==> config.mk <==
export PLATFORM = sky130hd
export DESIGN_NAME = framebuffer_writer_flat
export DESIGN_NICKNAME = d
export VERILOG_FILES = /design/src/rtl/framebuffer_writer_if.sv /design/src/rtl/framebuffer_writer.sv /design/src/flat_wrapper.sv
export SDC_FILE = /design/constraint.sdc
export NUM_CORES = 1
export LEC_CHECK = 0
export ABC_AREA = 0
export ABC_CLOCK_PERIOD_IN_PS = 3500
export BUFFER_PORTS_ARGS = -buffer_cell sky130_fd_sc_hd__buf_2
export CAP_MARGIN = 20
export CORE_MARGIN = 3
export CORE_UTILIZATION = 25
export DETAILED_ROUTE_END_ITERATION = 7
export HOLD_SLACK_MARGIN = 0.05
export SLEW_MARGIN = 20
export SYNTH_ARGS = -nofsm -noshare
export SYNTH_HDL_FRONTEND = slang
export SYNTH_SLANG_ARGS = --single-unit
export TNS_END_PERCENT = 5
==> constraint.sdc <==
create_clock -name clock -period 3.5 [get_ports clock]
set_input_delay 0.35 -clock clock [delete_from_list [all_inputs] [get_ports clock]]
set_output_delay 0.35 -clock clock [all_outputs]
set_load 0.02 [all_outputs]
==> src/rtl/framebuffer_writer_if.sv <==
// Command channel from the game logic into the framebuffer writer:
// valid/ready handshake plus the pixel/clear command fields.
interface framebuffer_writer_if #(
    parameter int COLOR_W = 4
) ();
    logic               cmd_valid;
    logic               cmd_ready;
    logic               cmd_clear;
    logic [9:0]         cmd_x;
    logic [8:0]         cmd_y;
    logic [COLOR_W-1:0] cmd_color;

    modport master (
        output cmd_valid, cmd_clear, cmd_x, cmd_y, cmd_color,
        input  cmd_ready
    );

    modport slave (
        input  cmd_valid, cmd_clear, cmd_x, cmd_y, cmd_color,
        output cmd_ready
    );
endinterface

==> src/rtl/framebuffer_writer.sv <==
// Write-side front end of the palette-index framebuffer. Accepts single-pixel
// writes and full-screen clears, converts (x, y) to a linear address and
// issues at most one RAM write per cycle. Off-screen writes are dropped and
// counted in a saturating counter that only reset clears.
module framebuffer_writer #(
    parameter int H_RES   = 800,
    parameter int V_RES   = 480,
    parameter int COLOR_W = 4,
    parameter int ADDR_W  = 19
) (
    input  logic               clock,
    input  logic               reset,
    framebuffer_writer_if.slave cmd,
    output logic               ram_we,
    output logic [ADDR_W-1:0]  ram_addr,
    output logic [COLOR_W-1:0] ram_wdata,
    output logic               busy,
    output logic [15:0]        drop_count
);

    typedef enum logic [0:0] {
        IDLE  = 1'b0,
        CLEAR = 1'b1
    } state_t;

    localparam logic [31:0]       H_RES_U   = 32'(H_RES);
    localparam logic [31:0]       V_RES_U   = 32'(V_RES);
    localparam logic [ADDR_W-1:0] H_COEF    = ADDR_W'(H_RES);
    localparam logic [ADDR_W-1:0] LAST_ADDR = ADDR_W'(H_RES * V_RES - 1);

    // Constant-coefficient multiply y*H_RES + x built from shifted copies of y,
    // one per set bit of H_RES (for 800: (y<<9)+(y<<8)+(y<<5)).
    function automatic logic [ADDR_W-1:0] pixel_addr(
        input logic [8:0] y,
        input logic [9:0] x
    );
        logic [ADDR_W-1:0] acc;
        logic [ADDR_W-1:0] y_ext;
        acc   = {{(ADDR_W-10){1'b0}}, x};
        y_ext = {{(ADDR_W-9){1'b0}}, y};
        for (int i = 0; i < ADDR_W; i++) begin
            if (H_COEF[i]) begin
                acc = acc + (y_ext << i);
            end else begin
                acc = acc;
            end
        end
        return acc;
    endfunction

    state_t             state_r;
    logic               cmd_ready_r;
    logic               ram_we_r;
    logic [ADDR_W-1:0]  ram_addr_r;
    logic [COLOR_W-1:0] ram_wdata_r;
    logic [COLOR_W-1:0] fill_r;
    logic               busy_r;
    logic [15:0]        drop_count_r;

    logic [ADDR_W-1:0]  lin_addr_s;
    logic               in_range_s;
    logic               accept_s;

    // Address and on-screen test for the coordinates currently presented
    always_comb begin
        lin_addr_s = pixel_addr(cmd.cmd_y, cmd.cmd_x);
        in_range_s = ({22'd0, cmd.cmd_x} < H_RES_U) && ({23'd0, cmd.cmd_y} < V_RES_U);
        accept_s   = cmd.cmd_valid && cmd_ready_r;
    end

    // Command FSM: pixel writes in IDLE, linear fill sweep in CLEAR; all outputs registered
    always_ff @(posedge clock) begin
        if (reset) begin
            state_r      <= IDLE;
            cmd_ready_r  <= 1'b0;
            ram_we_r     <= 1'b0;
            ram_addr_r   <= '0;
            ram_wdata_r  <= '0;
            fill_r       <= '0;
            busy_r       <= 1'b0;
            drop_count_r <= 16'd0;
        end else begin
            case (state_r)
                IDLE: begin
                    cmd_ready_r <= 1'b1;
                    busy_r      <= 1'b0;
                    if (accept_s && cmd.cmd_clear) begin
                        state_r     <= CLEAR;
                        cmd_ready_r <= 1'b0;
                        busy_r      <= 1'b1;
                        fill_r      <= cmd.cmd_color;
                        ram_we_r    <= 1'b1;
                        ram_addr_r  <= '0;
                        ram_wdata_r <= cmd.cmd_color;
                    end else if (accept_s && in_range_s) begin
                        ram_we_r    <= 1'b1;
                        ram_addr_r  <= lin_addr_s;
                        ram_wdata_r <= cmd.cmd_color;
                    end else if (accept_s) begin
                        // Off-screen: consume the command, no write, count it
                        ram_we_r <= 1'b0;
                        if (drop_count_r != 16'hFFFF) begin
                            drop_count_r <= drop_count_r + 16'd1;
                        end else begin
                            drop_count_r <= drop_count_r;
                        end
                    end else begin
                        ram_we_r <= 1'b0;
                    end
                end
                CLEAR: begin
                    if (ram_addr_r == LAST_ADDR) begin
                        // Last pixel was written this cycle; hand back to IDLE
                        state_r     <= IDLE;
                        cmd_ready_r <= 1'b1;
                        busy_r      <= 1'b0;
                        ram_we_r    <= 1'b0;
                    end else begin
                        cmd_ready_r <= 1'b0;
                        busy_r      <= 1'b1;
                        ram_we_r    <= 1'b1;
                        ram_addr_r  <= ram_addr_r + {{(ADDR_W-1){1'b0}}, 1'b1};
                        ram_wdata_r <= fill_r;
                    end
                end
                default: begin
                    state_r     <= IDLE;
                    cmd_ready_r <= 1'b0;
                    busy_r      <= 1'b0;
                    ram_we_r    <= 1'b0;
                end
            endcase
        end
    end

    assign cmd.cmd_ready = cmd_ready_r;
    assign ram_we        = ram_we_r;
    assign ram_addr      = ram_addr_r;
    assign ram_wdata     = ram_wdata_r;
    assign busy          = busy_r;
    assign drop_count    = drop_count_r;

endmodule

==> src/flat_wrapper.sv <==
// flat-port wrapper written by rule: the top's interface ports become plain ports
module framebuffer_writer_flat 
#(
    parameter int H_RES   = 800,
    parameter int V_RES   = 480,
    parameter int COLOR_W = 4,
    parameter int ADDR_W  = 19
)
  (clock, reset, ram_we, ram_addr, ram_wdata, busy, drop_count, cmd_cmd_valid, cmd_cmd_clear, cmd_cmd_x, cmd_cmd_y, cmd_cmd_color, cmd_cmd_ready);
  framebuffer_writer_if #(.COLOR_W(COLOR_W)) cmd_i ();
  input  logic clock;
  input  logic reset;
  output logic ram_we;
  output logic [ADDR_W-1:0] ram_addr;
  output logic [COLOR_W-1:0] ram_wdata;
  output logic busy;
  output logic [15:0] drop_count;
  input wire logic [$bits(cmd_i.cmd_valid)-1:0] cmd_cmd_valid;
  input wire logic [$bits(cmd_i.cmd_clear)-1:0] cmd_cmd_clear;
  input wire logic [$bits(cmd_i.cmd_x)-1:0] cmd_cmd_x;
  input wire logic [$bits(cmd_i.cmd_y)-1:0] cmd_cmd_y;
  input wire logic [$bits(cmd_i.cmd_color)-1:0] cmd_cmd_color;
  output wire logic [$bits(cmd_i.cmd_ready)-1:0] cmd_cmd_ready;
  assign cmd_i.cmd_valid = cmd_cmd_valid;
  assign cmd_i.cmd_clear = cmd_cmd_clear;
  assign cmd_i.cmd_x = cmd_cmd_x;
  assign cmd_i.cmd_y = cmd_cmd_y;
  assign cmd_i.cmd_color = cmd_cmd_color;
  assign cmd_cmd_ready = cmd_i.cmd_ready;
  framebuffer_writer #(.H_RES(H_RES), .V_RES(V_RES), .COLOR_W(COLOR_W), .ADDR_W(ADDR_W)) u_core (.clock(clock), .reset(reset), .cmd(cmd_i), .ram_we(ram_we), .ram_addr(ram_addr), .ram_wdata(ram_wdata), .busy(busy), .drop_count(drop_count));
endmodule
======== Word-level counts from Yosys, hierarchy flattened ========
Index checks and enable logic that the tools add are counted.
storage, ports and cells
  output and inout bits ................... 42
  logic and storage cells ................. 45
  flip-flop bits (word level) ............. 46
cells by class
  add/sub/neg operators ................... 5
  reductions and logical operators ........ 7
  muxes and demuxes ....................... 17
  magnitude comparators ................... 2
  equality and inequality tests ........... 4
  bitwise logic cells ..................... 3
operators with widths
  operator                                             number
  2-to-1 mux 19 bit                                    3
  one-hot mux 19 bit (2 select lines)                  1
  adder 19 x 1 -> 19 bit (second input constant)       1
  adder 19 x 17 -> 19 bit                              1
  adder 19 x 18 -> 19 bit                              1
  equality test 19 bit (second input constant)         1
  adder 16 x 1 -> 16 bit (second input constant)       1
  != test 16 bit (second input constant)               1
  adder 10 x 14 -> 15 bit                              1
  2-to-1 mux 4 bit                                     3
  less-than comparator 10 bit (second input constant)  1
  less-than comparator 9 bit (second input constant)   1
  one-hot mux 4 bit (2 select lines)                   1
  2-to-1 mux 1 bit                                     6
  one-hot mux 1 bit (2 select lines)                   3
  AND reduction 5 bit                                  1
  logical AND 1 bit                                    4
  AND reduction 2 bit                                  2
  != test 3 x 1 -> 1 bit (second input constant)       1
  inverter 1 bit                                       3
  != test 2 bit (second input constant)                1

======== Depth between registers and ports, before layout ========
  word-level depth ........................ 6
  gate-level depth with buffers ........... 18
  mapped depth without buffers ............ 18

======== Least setup slack after synthesis ========
No wires, ideal clock.
  kind .................................... input port to flip-flop
  from .................................... input cmd_cmd_y[0]
  to ...................................... register u_core.ram_addr_r[15] (netlist: u_core.ram_addr[15])
  library setup time ...................... 0.117 ns
  setup slack ............................. -0.072 ns
  data required time ...................... 3.383 ns
  stages on the path ...................... 18
  arrival time ............................ 3.455 ns
  cells stage by stage .................... ha_1 inv_1 fa_1 inv_1 a21oi_1 o21ai_0 and2_1 o21ai_0 xnor2_1 fa_1 inv_1 ha_1 nor2b_1 o2111a_1 nor3_1 xor2_1 o32ai_1 a32o_1
on the way
  word-level cells in the longest chain between the ends .. 6
RTL lines
  element                              line                       RTL
  start: declaration                   flat_wrapper.sv:21         input wire logic [$bits(cmd_i.cmd_y)-1:0] cmd_cmd_y;
  adder 10 x 14 -> 15 bit              framebuffer_writer.sv:43   acc = acc + (y_ext << i);
  adder 19 x 17 -> 19 bit              framebuffer_writer.sv:43
  adder 19 x 18 -> 19 bit              framebuffer_writer.sv:43
  2-to-1 mux 19 bit                    framebuffer_writer.sv:95   end else if (accept_s && in_range_s) begin
  2-to-1 mux 19 bit                    framebuffer_writer.sv:87   if (accept_s && cmd.cmd_clear) begin
  one-hot mux 19 bit (2 select lines)  framebuffer_writer.sv:83   case (state_r)
  end signal: assignment               framebuffer_writer.sv:97   ram_addr_r <= lin_addr_s;
  end signal: assignment               framebuffer_writer.sv:122  ram_addr_r <= ram_addr_r + {{(ADDR_W-1){1'b0}}, 1'b1};
  end: declaration                     framebuffer_writer.sv:54   logic [ADDR_W-1:0] ram_addr_r;
Parallel ways exist; a longest one is shown, timed or not. The select of a mux whose other input is x is not followed.
A chain may end at the register's enable or synchronous reset.

======== Worst setup path in the final report ========
  from .................................... input cmd_cmd_x[5]
  to ...................................... register u_core.ram_addr_r[15] (netlist: u_core.ram_addr[15])
on the way
  word-level cells in the longest chain between the ends .. 6
RTL lines
  element                              line                      RTL
  start: declaration                   flat_wrapper.sv:20        input wire logic [$bits(cmd_i.cmd_x)-1:0] cmd_cmd_x;
  adder 10 x 14 -> 15 bit              framebuffer_writer.sv:43
  adder 19 x 17 -> 19 bit              framebuffer_writer.sv:43
  adder 19 x 18 -> 19 bit              framebuffer_writer.sv:43
  2-to-1 mux 19 bit                    framebuffer_writer.sv:95
  2-to-1 mux 19 bit                    framebuffer_writer.sv:87
  one-hot mux 19 bit (2 select lines)  framebuffer_writer.sv:83
Parallel ways exist; a longest one is shown, timed or not. The select of a mux whose other input is x is not followed.

==> results.md <==
- In the global route stage, met1 resource usage came out at 0.155.
- The routability-driven placement congestion ratio is 0.876.
- The largest net degree at the start of global routing is 43.
- The area of the placeable core is 12300 sq um.
- The overall via count from detail_route is 3125.
- For flop-to-flop paths, the worst setup slack is 1.11 ns.
- For this run, the register share of the synthesized area comes to 0.285.
- After synthesis, the mean cell area works out to 8.38 sq um.
- The tightest slew margin relative to the limit is 0.567.
- The die area is 14300 sq um.
- The count of endpoints failing hold in the final timing report is 0.
- The width of the chip is 120 um.
- Of the available clock period, the critical path in the final layout requires 0.960.
- In this design, the stage delay of the slowest critical-path cell is 0.46 ns.
- The tightest min-delay check is of the in2reg type.
- The count of standard-cell rows is 40.
- The number of warning messages in the yosys log is 0.
- In this run the deepest clock path goes through 2 buffers.
- The switching share of power is 0.325.
- For this run the aggregate overflow at the end of global routing stands at 0.
- The first global-routing pass estimated 14.8 mm of wire.
- The internal power component is 1190 uW.
- The number of enable flip-flop cells after synthesis is 0.
- The initial antenna violation count is 0.
- The data required time of the critical path is 3.68 ns.
- The kind of start point of the critical path is a primary input.
- The number of sinks on the clock net is 46.
- Across every metal layer, demand over resource in global routing totals 0.125.
- The routed design could run at a clock period as short as 3.36 ns.
- The number of endpoints failing setup at the final stage is 0.
- The number of diodes added for antenna fixing is 0.
- When the netlist entered floorplanning its net count stood at 441.
- The instance count of the mapped netlist is 386.
- The cell area that synthesis handed to floorplanning was 3240 sq um.
- The clock root buffer is clkbuf_16.
- met2 is the most crowded layer.
- The via density per instance is 4.94.
- The largest fanout on the critical path is 3.
- The number of placed I/O pins is 69.
- The endpoint type of the worst setup path is a flip-flop.
- At the later pin of the worst-skew pair, clock insertion delay measures 0.29 ns.
- Across the run, the number of max-cap violations was 0.
- The area growth from synthesis to final layout is 27.0%.
- The number of library cell types mapped by synthesis is 58.
- In this design, the critical path's most frequently occurring cell is inv_2.
- On the critical path, the stage with the largest delay is an instance of fa_1.
- In this run the most critical hold path is launched from cmd_cmd_color[1].
- The kind of critical path is in2reg.
- Counting the buffers created by CTS gives 5.
- For this run, global-route usage on met2 was measured as 0.218.
- The H-tree depth is 2.
- After detailed routing, the number of remaining DRC violations is 0.
- The count of nets left with antenna violations once routing finished came out at 0.
- Data arrives at the worst endpoint at 3.54 ns.
- The critical path goes through buf_6, ha_4, inv_2, fa_2, inv_2, a21oi_1, o21ai_1, and2_4, o21ai_2, xnor2_1, fa_1, inv_2, ha_4, nor2b_4, o2111a_1, nor3_2, xor2_1, o32ai_2, a32o_1.
- TritonCTS built the clock tree.
- In this run, the number of DRC markers left after iteration 0 of detailed routing was 120.
- The mean routed wirelength per cell is 14.2 um.
- The net switching power figure is 572 uW.
- The first TritonRoute pass finished after 4 iterations.
- The clock slew at the register clock pins of the worst setup and hold paths is 0.06 ns.
- The total detailed-routing wirelength is 9.00 mm.
- The placed instance count is 623.
- Buffers inserted to repair hold after CTS numbered 0.
- The critical path starts at cmd_cmd_x[5].
- The number of max-slew violations in the final report is 0.
- The finished layout holds 632 standard cells, fillers aside.
- The final worst clock skew is 0.00951 ns.
- The initial cell density of the core is 0.263.
- In the final layout, the share of cells above drive strength 1 is 0.252.
- For this design the ratio of total power to cell area is 428 nW/um^2.
- The async set or reset register ratio after synthesis is 0.
- The post-placement setup slack is -0.215 ns.
- At the pin with the least slew margin, the transition time is 0.645 ns.
- The via count of the first global-routing pass was 3038.
- The share of total power dissipated in combinational logic is 0.336.
- The most used flip-flop cell after synthesis is dfxtp_1.
- For this run, global-route usage on met3 was measured as 0.0297.
- The wire-length estimate of the detail-placed layout is 6.79 mm.
- The peak ir drop on the vdd network is 0.000177 V.
- Buffers placed on the I/O ports in this run total 68.
- The run finished with clean final reports.
- The net count reported at finish is 519.
- The vertical die dimension is 120 um.
- The highest achievable clock rate is 298 MHz.
- Setup slack closes at 0.141 ns.
- The tightest hold path in the finished design has a slack of 0.320 ns.
- The part of the total power dissipated in sequential elements is 0.351.
- For this design the static power due to leakage is 0.00181 uW.
- The fraction of power consumed by the clock network is 0.313.
- In this run the critical register-to-register path is launched from u_core.ram_addr[0]$_SDFFE_PP0P_.
- Synthesis inferred 46 register bits.
## kinds of logic (layout without fill, tap and decap cells)
group                      Yosys count  count (layout)  synth area share
buffers and inverters               48             126            0.0599
and+or+nand+nor                    132             132             0.206
muxes                                9               9            0.0278
AOI/OAI and AO/OA                   92              92             0.211
DFF                                 46              46             0.285
adders and majority gates           28              28             0.127
xor gates and xnor gates            31              31            0.0839
## synthesized netlist by cell type, types with 2 or more instances
cell type,instances,area [sq um]
a32o_1,3,30.0
ha_1,20,250
a31oi_1,3,18.8
nand2_1,27,101
dfxtp_1,46,921
nand2b_1,2,12.5
and2_1,6,37.5
mux2i_1,9,90.1
a211oi_1,7,52.6
nand3_1,17,85.1
o21a_1,2,15.0
and3_1,7,43.8
fa_1,8,160
clkbuf_1,8,30.0
or3_1,4,25.0
nand4_1,7,43.8
inv_1,32,120
o22ai_1,4,25.0
o211ai_1,2,15.0
xnor2_1,19,166
a2bb2oi_1,3,26.3
a22oi_1,5,37.5
nor2_1,36,135
a21oi_1,14,70.1
a21o_1,7,52.6
o21ai_0,20,100
xor2_1,12,105
o32ai_1,3,26.3
buf_2,5,25.0
and4_1,4,35.0
nor3_1,13,65.1
o2111ai_1,3,26.3
a221oi_1,3,26.3
## path summary, 6_finish.rpt
| kind | depth (start not counted) | end |
|---|---|---|
| max | 19 | u_core.ram_addr[15]$_SDFFE_PP0P_ |
| min | 3 | u_core.fill_r[1]$_SDFFE_PP0P_ |
| max reg2reg | 7 | u_core.ram_wdata[0]$_SDFFE_PP0P_ |
| min reg2reg | 2 | u_core.ram_wdata[1]$_SDFFE_PP0P_ |
## repair_timing
action,4_1_cts,5_1_grt
resized for setup,0,22
setup buffers,0,2
endpoints found under the setup margin,0,6
## placed cells by master (no fill, tap or decap), types with 12 or more instances in the layout
master    n
nand2_1  27
a21oi_1  13
nor2_1   36
ha_1     17
o21ai_0  18
xor2_1   12
dfxtp_1  46
buf_2    66
nand3_1  17
inv_1    29
xnor2_1  19
buf_4    18
## power by group through the flow
stage                     logic [uW]  clock network, uW  registers, uW
after floorplan                  336                  0            657
after global placement           547                  0            626
after detailed placement         557                  0            627
after CTS                        560                568            615
after global routing             664                585            623
final                            592                551            617
## registers in the layout (all words and copies together), names as in the netlist
name / count
u_core.ram_addr: 19
u_core.drop_count: 16
u_core.fill_r: 4
u_core.ram_wdata: 4
u_core.cmd.cmd_ready: 1
u_core.ram_we: 1
u_core.state_r: 1
## worst max-delay path, delay by kind of cell
family,cells,cell delay [ns]
buffers and inverters,4,0.24
AOI/OAI and AO/OA,6,0.89
adders and majority gates,4,1.15
and+or+nand+nor,3,0.50
xor gates and xnor gates,2,0.40
## per-layer routing
layer | vias up | part of all wire | wire length [um]
met5 | - | 0 | 0
met4 | 0 | 0.016 | 144
met3 | 17 | 0.068 | 611
met2 | 96 | 0.49 | 4420
met1 | 1480 | 0.42 | 3820
li1 | 1532 | - | -
## cell type report
class / count / area (sq um)
fillers: 1332 / 8200
multi-input cells: 292 / 2200
flip-flops and latches: 46 / 921
repair buffers: 86 / 488
well taps: 168 / 210
clock buffers: 6 / 139
inverters: 33 / 124
clock inverters: 1 / 30.0
## through the flow
step / TNS (ns) / util / area, sq um / total power [uW]
final: 0 / 0.334 / 4110 / 1760
after global routing: -0.0290 / 0.334 / 4110 / 1870
after CTS: 0 / 0.326 / 4010 / 1740
after detailed placement: -0.838 / 0.312 / 3840 / 1180
after global placement: -0.595 / 0.312 / 3840 / 1170
after floorplan: 0 / - / 3240 / 993
(Power assumes the default switching activity.)
